## config.mk

```make
export PLATFORM = sky130hd
export DESIGN_NAME = sample_sequencer
export DESIGN_NICKNAME = d
export VERILOG_FILES = /design/src/rtl/sample_sequencer_pkg.sv /design/src/rtl/sample_sequencer_divider.sv /design/src/rtl/sample_sequencer.sv
export SDC_FILE = /design/constraint.sdc
export NUM_CORES = 1
export LEC_CHECK = 0
export CAP_MARGIN = 20
export CORE_UTILIZATION = 50
export DETAILED_ROUTE_END_ITERATION = 8
export PLACE_DENSITY_LB_ADDON = 0.12
export SLEW_MARGIN = 20
export SYNTH_ARGS = -nofsm -noshare
export SYNTH_HDL_FRONTEND = slang
export SYNTH_SLANG_ARGS = --single-unit
```

## constraint.sdc

```tcl
create_clock -name clk -period 3.59 [get_ports clk]
set_input_delay 0.359 -clock clk [delete_from_list [all_inputs] [get_ports clk]]
set_output_delay 0.359 -clock clk [all_outputs]
set_load 0.005 [all_outputs]
```

## src/rtl/sample_sequencer_pkg.sv

```systemverilog
// Shared types and default parameter values for the sample sequencer.
// Optional feature macro used by the top: SEQ_ERR_STOP_EN.
package sample_sequencer_pkg;

    typedef enum logic [2:0] {
        S_IDLE,
        S_INIT,
        S_RUN,
        S_DRAIN,
        S_DONE
    } seq_state_t;

    localparam int DEF_DIV          = 4;
    localparam int DEF_WR_PHASE     = 2;
    localparam int DEF_INIT_CYCLES  = 3;
    localparam int DEF_DRAIN_POINTS = 1;
    localparam int DEF_PTS_W        = 16;
    localparam int DEF_ERR_W        = 16;

endpackage

```

## src/rtl/sample_sequencer_divider.sv

```systemverilog
// Sample-period divider: free-running phase counter while enabled, held at 0 otherwise.
// Provides the period wrap pulse and the read/write phase compares.
module sample_divider #(
    parameter int DIV      = 4,
    parameter int WR_PHASE = 2
) (
    input  logic clk,
    input  logic rst_n,
    input  logic i_en,
    output logic o_wrap,
    output logic o_rd_phase,
    output logic o_wr_phase
);

    localparam int CNT_W = $clog2(DIV);

    logic [CNT_W-1:0] r_div_cnt;
    logic             w_last;

    assign w_last = (r_div_cnt == CNT_W'(DIV - 1));

    always_ff @(posedge clk or negedge rst_n) begin
        if (!rst_n) begin
            r_div_cnt <= '0;
        end else if (!i_en || w_last) begin
            r_div_cnt <= '0;
        end else begin
            r_div_cnt <= r_div_cnt + 1'b1;
        end
    end

    assign o_wrap     = i_en & w_last;
    assign o_rd_phase = i_en & (r_div_cnt == '0);
    assign o_wr_phase = i_en & (r_div_cnt == CNT_W'(WR_PHASE));

endmodule

```

## src/rtl/sample_sequencer.sv

```systemverilog
// Test-vector sequencer: issues read/write strobes per sample period and counts mismatches.
// Define SEQ_ERR_STOP_EN to end the vector on the first counted mismatch.
module sample_sequencer
    import sample_sequencer_pkg::*;
#(
    parameter int DIV          = DEF_DIV,
    parameter int WR_PHASE     = DEF_WR_PHASE,
    parameter int INIT_CYCLES  = DEF_INIT_CYCLES,
    parameter int DRAIN_POINTS = DEF_DRAIN_POINTS,
    parameter int PTS_W        = DEF_PTS_W,
    parameter int ERR_W        = DEF_ERR_W
) (
    input  logic             clk,
    input  logic             rst_n,
    input  logic             start,
    input  logic [PTS_W-1:0] num_points,
    input  logic             mismatch,
    output logic             read_stb,
    output logic             write_stb,
    output logic [PTS_W-1:0] point_idx,
    output logic [ERR_W-1:0] err_cnt,
    output logic             busy,
    output logic             done
);

    seq_state_t       r_state;
    seq_state_t       w_next;
    logic [PTS_W-1:0] r_num;
    logic [PTS_W-1:0] r_point_idx;
    logic [ERR_W-1:0] r_err_cnt;
    logic [31:0]      r_init_cnt;
    logic [31:0]      r_drain_cnt;

    logic w_en;
    logic w_wrap;
    logic w_rd_phase;
    logic w_wr_phase;
    logic w_read;
    logic w_write;
    logic w_accept;
    logic w_err_hit;
    logic w_init_last;
    logic w_drain_last;

    function automatic logic [ERR_W-1:0] sat_inc(input logic [ERR_W-1:0] v);
        return (v == '1) ? v : v + 1'b1;
    endfunction

    assign w_en = (r_state == S_RUN) || (r_state == S_DRAIN);

    sample_divider #(
        .DIV      (DIV),
        .WR_PHASE (WR_PHASE)
    ) u_div (
        .clk        (clk),
        .rst_n      (rst_n),
        .i_en       (w_en),
        .o_wrap     (w_wrap),
        .o_rd_phase (w_rd_phase),
        .o_wr_phase (w_wr_phase)
    );

    assign w_read       = (r_state == S_RUN) & w_rd_phase;
    assign w_write      = w_wr_phase;
    assign w_accept     = start & ((r_state == S_IDLE) || (r_state == S_DONE));
    assign w_err_hit    = w_write & mismatch;
    assign w_init_last  = (r_init_cnt == 32'(INIT_CYCLES - 1));
    assign w_drain_last = (r_drain_cnt == 32'(DRAIN_POINTS - 1));

    always_ff @(posedge clk or negedge rst_n) begin
        if (!rst_n) begin
            r_state <= S_IDLE;
        end else begin
            r_state <= w_next;
        end
    end

    always_comb begin
        w_next = r_state;
        case (r_state)
            S_IDLE, S_DONE: begin
                if (w_accept) w_next = S_INIT;
            end
            S_INIT: begin
                if (w_init_last) w_next = (r_num == '0) ? S_DONE : S_RUN;
            end
            S_RUN: begin
                // Last read has already bumped point_idx by the time the period wraps.
                if (w_wrap && (r_point_idx == r_num)) begin
                    w_next = (DRAIN_POINTS == 0) ? S_DONE : S_DRAIN;
                end
            end
            S_DRAIN: begin
                if (w_wrap && w_drain_last) w_next = S_DONE;
            end
            default: w_next = S_IDLE;
        endcase
`ifdef SEQ_ERR_STOP_EN
        if (w_err_hit) w_next = S_DONE;
`endif
    end

    always_ff @(posedge clk or negedge rst_n) begin
        if (!rst_n) begin
            r_num       <= '0;
            r_point_idx <= '0;
            r_err_cnt   <= '0;
            r_init_cnt  <= '0;
            r_drain_cnt <= '0;
        end else if (w_accept) begin
            r_num       <= num_points;
            r_point_idx <= '0;
            r_err_cnt   <= '0;
            r_init_cnt  <= '0;
            r_drain_cnt <= '0;
        end else begin
            if (r_state == S_INIT) r_init_cnt <= r_init_cnt + 1'b1;
            if ((r_state == S_DRAIN) && w_wrap) r_drain_cnt <= r_drain_cnt + 1'b1;
            if (w_read) r_point_idx <= r_point_idx + 1'b1;
            if (w_err_hit) r_err_cnt <= sat_inc(r_err_cnt);
        end
    end

    assign read_stb  = w_read;
    assign write_stb = w_write;
    assign point_idx = r_point_idx;
    assign err_cnt   = r_err_cnt;
    assign busy      = (r_state == S_INIT) || w_en;
    assign done      = (r_state == S_DONE);

endmodule

```

==> metrics.csv <==
stage,metric,value,unit
power_and_ir_drop,Power Density,548.9,mW/mm²
sta,Layout Skew,0.007850,ns
cts,clk sinks,117,
floorplanning,Core ar.,0.01161,mm²
grt,largest net degree at the start of global routing,72,
yosys,post-synth top area share,48.25,%
yosys,most frequent cells after synthesis,"dfrtp_1, nand2_1, nor2_1",
floorplanning,chip height,112.2,µm
yosys,Synth async-reset ratio,100.0,%
yosys,"Seq/Total Area, Yosys",48.25,%
sta,final hold violations,0,
cts,Clock Latency Late Sink,0.42,ns
finish,layout overhead on the synthesized area,21.22,%
grt,first-pass GRT wire length,22.88,mm
placed_design,"Cell Area, Placed",0.006754,mm²
route,final wirelength,13.15,mm
sta,RSZ-0062 raised after global routing,no,
route,Starting DRT DRC Count,286,
floorplanning,Die X,112.2,µm
route,via count,4802,
grt,GRT Total Usage,23.10,%
yosys,synth top area cells,"dfrtp_1, xor2_1, nand2_1, nor2_1, xnor2_1",
worst_setup_path,reg-to-reg critical path endpoint,point_idx[15],
sta,Rel. slew slack,40.11,%
floorplanning,starting density of the core,52.25,%
power_and_ir_drop,Pwr Total,4.038,mW
cts,post-cts sizing count,0,
worst_hold_path,HP Class,input pin to asynchronous set/reset pin,
floorplanning,die area,0.01258,mm²
yosys,Most used DFF post-synth,dfrtp_1,
worst_setup_path,Crit path arrival time,2.27,ns
worst_setup_path,top fanout value on the critical path,18,
cts,depth of the CTS H-tree,4,
route,routed len/inst,15.20,µm
worst_setup_path,reg2reg setup slack,1.34,ns
run,MaxCap Viol Count,0,
yosys,synthesized cell area,0.006068,mm²
grt,vias in the first global route,4897,
yosys,syn avg cell area,9.279,µm²
sta,Pins Over Slew Limit,0,
worst_setup_path,Worst R2R Path Depth,5,
yosys,post-synth net total,683,
yosys,most common cell in the synthesized netlist,dfrtp_1,
route,TritonRoute pass-1 iters,5,
placed_design,global placer's final weighted congestion,0.8095,
route,Routed Antenna Nets,0,
cts,clk root buf,clkbuf_16,
sta,Max Freq,379.8,MHz
cts,TritonCTS clock tree,built,
sta,"Period Utilization, post-route",73.34,%
sta,Final Setup Violations,0,
power_and_ir_drop,static leakage,3.290,nW
floorplanning,I/O pin cnt,56,
worst_setup_path,Worst setup SP type,flop,
finish,fin area,0.007356,mm²
route,post-route DRC violation count,0,
placed_design,hpwl dp,8.929,mm
yosys,Yosys top cell by area,dfrtp_1,
worst_setup_path,r2r startpoint,r_state[2],
placed_design,IO Port Bufs,55,
sta,Fin Setup TNS,0,ns
worst_setup_path,Worst Setup End Kind,primary output,
yosys,synth warn,0,
worst_setup_path,worst setup path endpoint,read_stb,
cts,Hold Buf Count CTS,0,
power_and_ir_drop,VDD IR-drop max,326.7,µV
status,outcome,"complete, no violations",
worst_setup_path,Worst Path Required,3.23,ns
sta,crit path time final,2.633,ns
yosys,number of flops mapped to enable cells by yosys,0,
floorplanning,number of cell rows,39,
finish,share of layout cells above drive strength 1,6.925,%
cts,CTS max path bufs,2,
yosys,Synth Register Bits,117,
finish,Diodes inserted,0,
cts,"Clk pin slew, worst setup/hold paths",0.05,ns
worst_setup_path,"Worst Path Class, Setup",flop to primary output,
yosys,synth unique cells,47,
finish,Layout Nets,738,
sta,slew at the pin closest to its max-slew limit,0.8984,ns
worst_setup_path,Critical Path Start,r_state[2],
cts,setup bufs post-CTS,0,
grt,initial antenna violation count,0,
yosys,Synth Instances,654,
cts,total CTS buffers,17,
grt,total gr overflow,0,
route,DR vias/cell,5.551,
[through the flow]
step | util (%) | setup slack (ns) | hold slack [ns] | cells
2_1_floorplan | - | 1.704 | 0.06341 | 654
3_3_place_gp | 58.16 | 1.354 | 0.4523 | 833
3_5_place_dp | 58.16 | 1.301 | 0.4722 | 833
4_1_cts | 63.34 | 0.9406 | 0.09481 | 865
5_1_grt | 63.34 | 0.8331 | 0.1343 | 865
6_report | 63.34 | 0.9571 | 0.04752 | 865
[critical path: stages, from the launching register on]
cell and delay (ns):
dfrtp_1 0.56, nand4bb_1 0.52, inv_1 0.23, clkdlybuf4s50_1 0.53
[layer usage]
layer | up-vias | wire length, µm | GRT usage (%)
met5 | - | 0 | 0
met4 | 0 | 149 | 8.356
met3 | 14 | 556 | 6.317
met2 | 85 | 6459 | 38.47
met1 | 2337 | 5984 | 28.92
li1 | 2366 | - | -
[placed cells by master (no fill, tap or decap), types with 11 or more instances in the layout]
| cell type | synthesis | routed |
|---|---|---|
| a21oi_1 | 13 | 13 |
| and3_1 | 11 | 11 |
| clkbuf_16 | 0 | 17 |
| clkdlybuf4s50_1 | 0 | 54 |
| dfrtp_1 | 117 | 117 |
| inv_1 | 13 | 13 |
| nand2_1 | 98 | 98 |
| nand3_1 | 34 | 34 |
| nand4_1 | 31 | 31 |
| nor2_1 | 89 | 89 |
| nor3_1 | 13 | 13 |
| nor4_1 | 25 | 25 |
| o21ai_0 | 15 | 15 |
| xnor2_1 | 29 | 29 |
| xor2_1 | 61 | 61 |
[cell type report]
| class | count | area (µm²) |
|---|---|---|
| Clock buffer | 22 | 474.2 |
| Clock inverter | 10 | 127.6 |
| Fill cell | 987 | 4258 |
| Inverter | 13 | 48.80 |
| Multi-Input combinational cell | 499 | 2993 |
| Sequential cell | 117 | 2928 |
| Tap cell | 143 | 178.9 |
| Timing Repair Buffer | 61 | 605.6 |
[flip-flops by register name, indices dropped and copies added (netlist names)]
name / count
u_div.r_div_cnt: 2
r_num: 16
r_state: 3
r_drain_cnt: 32
point_idx: 16
r_init_cnt: 32
err_cnt: 16
[how the worst min path moves through the flow]
stage                                   from                  to  cells after the start
after floorplan                        rst_n          err_cnt[0]                      0
after global placement    u_div.r_div_cnt[0]  u_div.r_div_cnt[0]                      1
after detailed placement  u_div.r_div_cnt[0]  u_div.r_div_cnt[0]                      1
after CTS                              rst_n       r_init_cnt[9]                      1
after global routing                   rst_n      r_init_cnt[17]                      1
final                                  rst_n      r_init_cnt[16]                      1
[cells by family (layout without fill, tap and decap cells)]
kind of cell | Yosys count | count (layout) | synth area share, %
AND/OR/NAND/NOR | 353 | 353 | 29.32
XOR/XNOR | 90 | 90 | 12.99
adder cells (fa/ha/maj) | 9 | 9 | 1.856
AO/OA/AOI/OAI | 43 | 43 | 4.454
multiplexers | 4 | 4 | 0.6598
buffers and inverters | 38 | 106 | 2.474
flip-flops | 117 | 117 | 48.25
[power by group]
group          switching, mW  leakage, nW  internal [mW]
Combinational          0.388         1.39          0.277
Sequential             0.189         1.60           1.45
Clock                  0.592        0.299           1.14
Total                   1.17         3.29           2.87
Note: power is estimated with default switching activity, not from simulation.
